$ cat src/rtl/stopwatch_pkg.sv
// Shared constants for the stopwatch display path: segment patterns (active-low {g..a}),
// scan digit indices and blink pair encodings.
package stopwatch_pkg;

  localparam logic [6:0] SEG_0     = 7'h40;
  localparam logic [6:0] SEG_1     = 7'h79;
  localparam logic [6:0] SEG_2     = 7'h24;
  localparam logic [6:0] SEG_3     = 7'h30;
  localparam logic [6:0] SEG_4     = 7'h19;
  localparam logic [6:0] SEG_5     = 7'h12;
  localparam logic [6:0] SEG_6     = 7'h02;
  localparam logic [6:0] SEG_7     = 7'h78;
  localparam logic [6:0] SEG_8     = 7'h00;
  localparam logic [6:0] SEG_9     = 7'h10;
  localparam logic [6:0] SEG_BLANK = 7'h7F;

  localparam logic [1:0] IDX_SEC0 = 2'd0;
  localparam logic [1:0] IDX_SEC1 = 2'd1;
  localparam logic [1:0] IDX_MIN0 = 2'd2;
  localparam logic [1:0] IDX_MIN1 = 2'd3;

  localparam logic SEL_MIN = 1'b0;
  localparam logic SEL_SEC = 1'b1;

  localparam logic [3:0] AN_OFF = 4'hF;

  // One registered display word: anodes, cathodes and decimal point, all active-low.
  typedef struct packed {
    logic [3:0] an;
    logic [6:0] seg;
    logic       dp;
  } disp_t;

  localparam disp_t DISP_OFF = '{an: AN_OFF, seg: SEG_BLANK, dp: 1'b1};

  function automatic logic [3:0] anode_for(input logic [1:0] idx);
    return ~(4'b0001 << idx);
  endfunction

endpackage

$ cat src/rtl/seg7_scan_driver_bcd_to_seg7.sv
// Combinational BCD to seven-segment decoder, active-low {g..a}.
// Codes 10..15 decode to a dark digit rather than an error.
module bcd_to_seg7
  import stopwatch_pkg::*;
(
  input  logic [3:0] digit,
  output logic [6:0] seg
);

  always_comb begin
    seg = SEG_BLANK;
    case (digit)
      4'd0:    seg = SEG_0;
      4'd1:    seg = SEG_1;
      4'd2:    seg = SEG_2;
      4'd3:    seg = SEG_3;
      4'd4:    seg = SEG_4;
      4'd5:    seg = SEG_5;
      4'd6:    seg = SEG_6;
      4'd7:    seg = SEG_7;
      4'd8:    seg = SEG_8;
      4'd9:    seg = SEG_9;
      default: seg = SEG_BLANK;
    endcase
  end

endmodule

$ cat src/rtl/seg7_scan_driver.sv
// Four-digit common-anode scan driver: snapshots the BCD digits once per frame,
// multiplexes them onto the display and blinks the pair under adjustment.
module seg7_scan_driver
  import stopwatch_pkg::*;
#(
  parameter int REFRESH_DIV = 100000,
  parameter int BLINK_DIV   = 25000000
) (
  input  logic       clk,
  input  logic       reset,
  input  logic [3:0] min1,
  input  logic [3:0] min0,
  input  logic [3:0] sec1,
  input  logic [3:0] sec0,
  input  logic [1:0] adjust,
  input  logic       select,
  output logic [3:0] an,
  output logic [6:0] seg,
  output logic       dp
);

  localparam int RC_W = $clog2(REFRESH_DIV);
  localparam int BC_W = $clog2(BLINK_DIV);
  localparam logic [RC_W-1:0] RC_LAST = RC_W'(REFRESH_DIV - 1);
  localparam logic [BC_W-1:0] BC_LAST = BC_W'(BLINK_DIV - 1);

  logic [RC_W-1:0] rc;
  logic [BC_W-1:0] bc;
  logic [1:0]      idx;
  logic            blink_phase;
  logic [15:0]     snap;
  disp_t           disp;

  logic            rc_tc;
  logic            bc_tc;
  logic [3:0]      digit;
  logic [6:0]      digit_seg;
  logic            in_pair;
  logic            blank;
  disp_t           disp_next;

  assign rc_tc = (rc == RC_LAST);
  assign bc_tc = (bc == BC_LAST);

  always_comb begin
    digit = snap[3:0];
    case (idx)
      IDX_SEC0: digit = snap[3:0];
      IDX_SEC1: digit = snap[7:4];
      IDX_MIN0: digit = snap[11:8];
      IDX_MIN1: digit = snap[15:12];
      default:  digit = snap[3:0];
    endcase
  end

  bcd_to_seg7 u_dec (
    .digit (digit),
    .seg   (digit_seg)
  );

  // Blanking only masks the outputs; idx and snap keep advancing underneath.
  always_comb begin
    in_pair = 1'b0;
    if (select == SEL_SEC) in_pair = (idx == IDX_SEC0) || (idx == IDX_SEC1);
    else                   in_pair = (idx == IDX_MIN0) || (idx == IDX_MIN1);
    blank = (adjust != 2'b00) && blink_phase && in_pair;
  end

  always_comb begin
    disp_next = DISP_OFF;
    if (!blank) begin
      disp_next.an  = anode_for(idx);
      disp_next.seg = digit_seg;
      disp_next.dp  = (idx != IDX_MIN0);
    end
  end

  always_ff @(posedge clk) begin
    if (reset) begin
      rc          <= '0;
      idx         <= IDX_SEC0;
      bc          <= '0;
      blink_phase <= 1'b0;
      snap        <= {min1, min0, sec1, sec0};
      disp        <= DISP_OFF;
    end else begin
      if (rc_tc) begin
        rc  <= '0;
        idx <= idx + 2'd1;
        // Reload only at the frame boundary so one frame never mixes old and new digits.
        if (idx == IDX_MIN1) snap <= {min1, min0, sec1, sec0};
      end else begin
        rc <= rc + RC_W'(1);
      end

      if (bc_tc) begin
        bc          <= '0;
        blink_phase <= ~blink_phase;
      end else begin
        bc <= bc + BC_W'(1);
      end

      disp <= disp_next;
    end
  end

  assign an  = disp.an;
  assign seg = disp.seg;
  assign dp  = disp.dp;

endmodule

$ cat config.mk
export PLATFORM = sky130hd
export DESIGN_NAME = seg7_scan_driver
export DESIGN_NICKNAME = d
export VERILOG_FILES = /design/src/rtl/stopwatch_pkg.sv /design/src/rtl/seg7_scan_driver_bcd_to_seg7.sv /design/src/rtl/seg7_scan_driver.sv
export SDC_FILE = /design/constraint.sdc
export NUM_CORES = 1
export LEC_CHECK = 0
export BUFFER_PORTS_ARGS = -buffer_cell sky130_fd_sc_hd__buf_2
export CAP_MARGIN = 5
export CORE_ASPECT_RATIO = 1.2
export CORE_MARGIN = 5
export CORE_UTILIZATION = 62
export CTS_BUF_LIST = sky130_fd_sc_hd__clkbuf_4 sky130_fd_sc_hd__clkbuf_8 sky130_fd_sc_hd__clkbuf_16
export CTS_CLUSTER_DIAMETER = 120
export CTS_CLUSTER_SIZE = 14
export DETAILED_ROUTE_END_ITERATION = 6
export PLACE_DENSITY_LB_ADDON = 0.3
export SYNTH_ARGS = -nofsm -noshare
export SYNTH_HDL_FRONTEND = slang
export SYNTH_SLANG_ARGS = --single-unit
$ cat constraint.sdc
create_clock -name clk -period 6.3 [get_ports clk]
set_input_delay 0.945 -clock clk [delete_from_list [all_inputs] [get_ports clk]]
set_output_delay 0.945 -clock clk [all_outputs]
set_load 0.01 [all_outputs]
### Word level (Yosys, flattened, before mapping)

Memory sizes are Yosys's and may differ from the RTL's. A register that Yosys moved wholly into a read port is not among the register bits.
Cells that the tools add are included.

| word-level totals | value |
|---|---|
| register bits after elaboration | 66 |
| memories kept | 1 |
| ROM bits | 112 |
| word-level logic and storage cells | 37 |
| output and inout port bits | 12 |
| bits of input ports | 21 |

Memories:

| name | words | bits a word | read ports | clocked after Yosys merged registers in | write ports | line | text |
|---|---|---|---|---|---|---|---|
| (no name shown) | 16 | 7 | 1 | 1 | 0 | seg7_scan_driver_bcd_to_seg7.sv:12 | `case (digit)` |

| operators by class | value |
|---|---|
| muxes and demuxes | 5 |
| equality and inequality tests | 6 |
| $add $sub $neg | 3 |
| bitwise operators | 2 |
| shifts and indexed selects | 1 |
| reduce and logical (&&, ||, !) cells | 12 |

Operator list:

| cell | number |
|---|---|
| $mux W16 | 3 |
| $add A25 B1 Y25 const B | 1 |
| $eq A25 B25 Y1 const B | 1 |
| $add A17 B1 Y17 const B | 1 |
| $eq A17 B17 Y1 const B | 1 |
| $pmux W4 S4 | 1 |
| $reduce_bool A2 Y1 | 3 |
| $reduce_or A2 Y1 | 3 |
| $eq A2 B2 Y1 const B | 2 |
| $not A4 Y4 | 1 |
| $shl A1 B2 Y4 const A | 1 |
| $add A2 B1 Y2 const B | 1 |
| $eq A2 B1 Y1 const B | 1 |
| $logic_and A1 B1 Y1 | 2 |
| $logic_not A2 Y1 | 1 |
| $logic_or A1 B1 Y1 | 2 |
| $ne A2 B2 Y1 const B | 1 |
| $reduce_and A2 Y1 | 1 |
| $mux W1 | 1 |
| $not A1 Y1 | 1 |

### Logic depth before layout (Yosys ltp)

| logic depth | value |
|---|---|
| depth after elaboration | 5 |
| gate-level depth with buffers | 8 |
| depth with buffers taken out | 8 |

### By module

From an unflattened synthesis, not the netlist that was laid out.

| second synthesis, totals | value |
|---|---|
| cell total of the unflattened synthesis | 332 |
| area, all modules | 3,203.1 µm² |

By module, submodules not included:

| module | area each (µm²) | seq. area each (µm²) | cells each | times used |
|---|---|---|---|---|
| seg7_scan_driver | 2,992.9 | 1,601.5 | 299 | 1 |
| bcd_to_seg7 | 210.2 | 0.0 | 33 | 1 |

### Worst setup path before layout

No wires, ideal clock.

| timing path | value |
|---|---|
| path type | input to register |
| from | in select |
| to | reg seg[1] (netlist name) |
| library setup time | 136 ps |
| path buffers | 1 |
| path slack | 4,197 ps |
| arrival | 1,967 ps |
| cell stages on the path | 4 |
| required time | 6,164 ps |
| path through | or3b_2 a31oi_1 clkbuf_1 o21ai_0 |

| on the way | value |
|---|---|
| word-level cells in the longest chain between the ends | 3 |

RTL lines:

| item | line | text |
|---|---|---|
| from (decl) | seg7_scan_driver.sv:16 | `input logic select,` |
| $mux W1 | seg7_scan_driver.sv:64 | `if (select == SEL_SEC) in_pair = (idx == IDX_SEC0) \|\| (idx == IDX_SEC1);` |
| $logic_and A1 B1 Y1 | seg7_scan_driver.sv:66 | `blank = (adjust != 2'b00) && blink_phase && in_pair;` |
| $reduce_or A2 Y1 (no line) | - |  |

No other way between the ends.
A chain may end at the register's enable or synchronous reset.

### Final worst setup path

| timing path | value |
|---|---|
| from | reg idx[0] |
| to | reg seg[6] (netlist name) |

| on the way | value |
|---|---|
| word-level cells in the longest chain between the ends | 5 |
| elaborated cells between the ends (all ways) | 10 |
| classes of those cells | 3 x eq/ne; 2 x mux; 5 x reduce/logical |

RTL lines:

| item | line | text |
|---|---|---|
| from (decl) | seg7_scan_driver.sv:29 | `logic [1:0] idx;` |
| from (signal assigned) | seg7_scan_driver.sv:89 | `idx <= idx + 2'd1;` |
| $eq A2 B2 Y1 (tied with other cells) | seg7_scan_driver.sv:47, seg7_scan_driver.sv:65 |  |
| $logic_or A1 B1 Y1, on equally long branches | seg7_scan_driver.sv:65, seg7_scan_driver.sv:64 |  |
| $mux W1 | seg7_scan_driver.sv:64 |  |
| $logic_and A1 B1 Y1 | seg7_scan_driver.sv:66 |  |
| $reduce_or A2 Y1 (no line) | - |  |

Parallel ways exist; a longest one is shown, timed or not.

==> flow_summary.toml <==
[power_and_ir_drop]
clock_power_share_pct = 41.4
p_int_uw = 727
ir_worst_vdd_v = 0.000138
leakage_uw = 0.00128
total_power_uw = 922
p_sw_share_pct = 21.2
combPwrFrac_pct = 5.0
p_sw_uw = 195
power_frac_seq_pct = 53.6
power_density_nw_per_um2 = 258

[worst_setup_path]
crit_slowest_cell = "a31oi_1"
path_buf_inv = 1
start_kind = "flip-flop"
cp_slowest_stage_delay_ns = 0.70
worstSetupPathType = "reg -> reg"
crit_chain = "inv_1 > ha_1 > or3b_2 > a31oi_1 > nand2_1 > a2bb2oi_1"
worstPathRequired_ns = 6.49
arrival_ns = 2.60
r2r_slack_ns = 3.89
ff2ff_path_depth = 6
crit_path_end_kind = "flip-flop"
r2r-start = "idx[0]"
path_max_fanout = 12
reg2reg_to = "seg[6]"
cpLargestDelayFamily = "compound AO/OA/AOI/OAI gates"

[route]
top_layer = "met4"
drt-met1-wl_mm = 2.58
wl_met2_mm = 3.26
ant_nets = 0
drtPass1Iterations = 5
wl_mm = 6.30
drc = 0
first_iter_violations = 205
vias = 2483
wl_met3_um = 313
wire_per_inst_um = 14.9
via_per_inst = 5.87

[floorplan]
initial_utilization_pct = 64.1
die_w_um = 75.5
die_h_um = 88.6
num_io_pins = 33
dieArea_sq_um = 6690
core_area_sq_um = 4970
rows = 28

[cts]
clk_latency_ns = 0.34
hold_buffers = 0
htreeDepth = 3
post_cts.repair.setup_buffers = 0
post_cts_resized = 0
cts_tree = "done"
cts_sinks = 72
path_clk_slew_ns = 0.07
clockBufferDepth = 2
numCtsBuffers = 9
cts_root_buf = "clkbuf_8"

[yosys]
ys_ff_latch = 72
synth.net_count = 356
synthCells = 326
yosysTopAreaCell = "dfxtp_1"
netlist_area_sq_um = 3190
synth_edf_count = 16
async_reset_ff_share_pct = 0
synth_top_cell_area_share_pct = 35.1
ys_seq_area_share_pct = 50.2
synth-warning-count = 0
synth_area_per_cell_sq_um = 9.79
synth.area.top_cells = "dfxtp_1, edfxtp_1, xnor2_1, nor2_1, ha_1"
synth_cell_types = 45
yosysMostFrequentCell = "dfxtp_1"
synthFlopType = "dfxtp_1"
synth_commonest_cells = "dfxtp_1, nor2_1, nand2_1, a21oi_1, nand3_1"

[timing]
fin_tns_setup_ns = 0
worst_slew_pin_slew_ns = 0.841
finalCriticalPeriod_ns = 2.41
whs_ns = 0.465
hold_viol = 0
finClkSkew_ns = 0.00804
final-max-slew-violation-count = 0
relSlewSlack_pct = 43.7
fmax_ghz = 0.414
finalCritPeriodShare_pct = 38.3
grt_setup_unrepaired = "no"
finalSetupViolCount = 0

[global_routing]
grt_pass1_wl_mm = 10.4
grt_max_degree = 25
gr-total-overflow = 0
grt_antenna_before_repair = 0
grt_pass1_vias = 2406
track_usage_pct = 20.6

[placement]
io_buffers = 32
gp_congestion = 0.888
place_hpwl_mm = 4.25

[hold_path]
hp-start = "bc[0]"
hp-class = "reg -> reg"
min_path_cells = 1
hold_end = "bc[0]"

[layout]
area_delta_synth_final_pct = 12.1
nFillCells = 362
diodes = 0
drive_gt1_share_pct = 16.3
utilization_pct = 71.9
final_net_count = 388

[job]
max_cap_violations = 0

[run_status]
status = "finished clean"
[stage by stage]
| stage | setup slack [ns] | cell area [sq um] | instances |
|---|---|---|---|
| after global routing | 3.57 | 3580 | 423 |
| final | 3.89 | 3580 | 423 |
| after floorplan | 4.20 | 3190 | 326 |
| after global placement | 3.73 | 3370 | 407 |
| after CTS | 3.87 | 3580 | 423 |
| after detailed placement | 3.73 | 3370 | 407 |
[how the worst max path moves through the flow]
stage	start	endpoint	slack [ns]	cells past startpoint
2_1_floorplan	select	seg[1]	4.20	4
3_3_place_gp	select	seg[6]	3.73	5
3_5_place_dp	select	seg[6]	3.73	5
4_1_cts	idx[0]	seg[6]	3.87	6
5_1_grt	idx[0]	seg[6]	3.57	6
6_report	idx[0]	seg[6]	3.89	6
[power by group through the flow]
stage	logic [uW]	registers [uW]	clock network [uW]
CTS	46.5	494	390
global placement	44.8	504	0
finish	46.3	494	382
detailed placement	46.2	505	0
floorplan	27.5	506	0
global route	51.9	496	416
[layer usage]
metal  vias up  global-route usage, %
met1      1155                   24.0
li1       1248                      -
met4         0                   9.54
met2        65                   34.6
met3        15                   5.68
met5         -                      0
[cell usage in the layout, fill, tap and decap left out, drive strengths merged, types with 10 or more instances in the layout]
cell    instances
nand4          15
inv            14
nand3          18
nor2           31
xnor2          15
o21ai          15
or4            10
a21oi          19
edfxtp         16
xor2           10
nand2          20
dfxtp          56
buf            33
[logic make-up (layout without fill, tap and decap cells)]
kind of cell    Yosys count  after routing  synth area share [%]
simple gates            134            134                  23.1
fa+ha+maj                 9              9                  3.53
xor+xnor                 25             25                  6.86
flops                    72             72                  50.2
compound gates           55             55                  10.9
mux                       5              5                  1.65
buf+inv                  26             63                  3.73
[area by class of cell]
cell class / instances / area [sq um] / area share, %
clock inverters: 7 / 86.3 / 2.41
flip-flops and latches: 72 / 1600 / 44.8
well taps: 60 / 75.1 / 2.10
multi-input cells: 228 / 1470 / 41.1
clock buffers: 9 / 124 / 3.46
repair buffers: 33 / 168 / 4.69
inverters: 14 / 52.6 / 1.47
[sequential cells by signal (all words and copies together) (netlist names)]
register	cells
an	4
bc	25
blink_phase	1
idx	2
rc	17
seg	7
snap	16
Power figures use the tool's default switching activity.
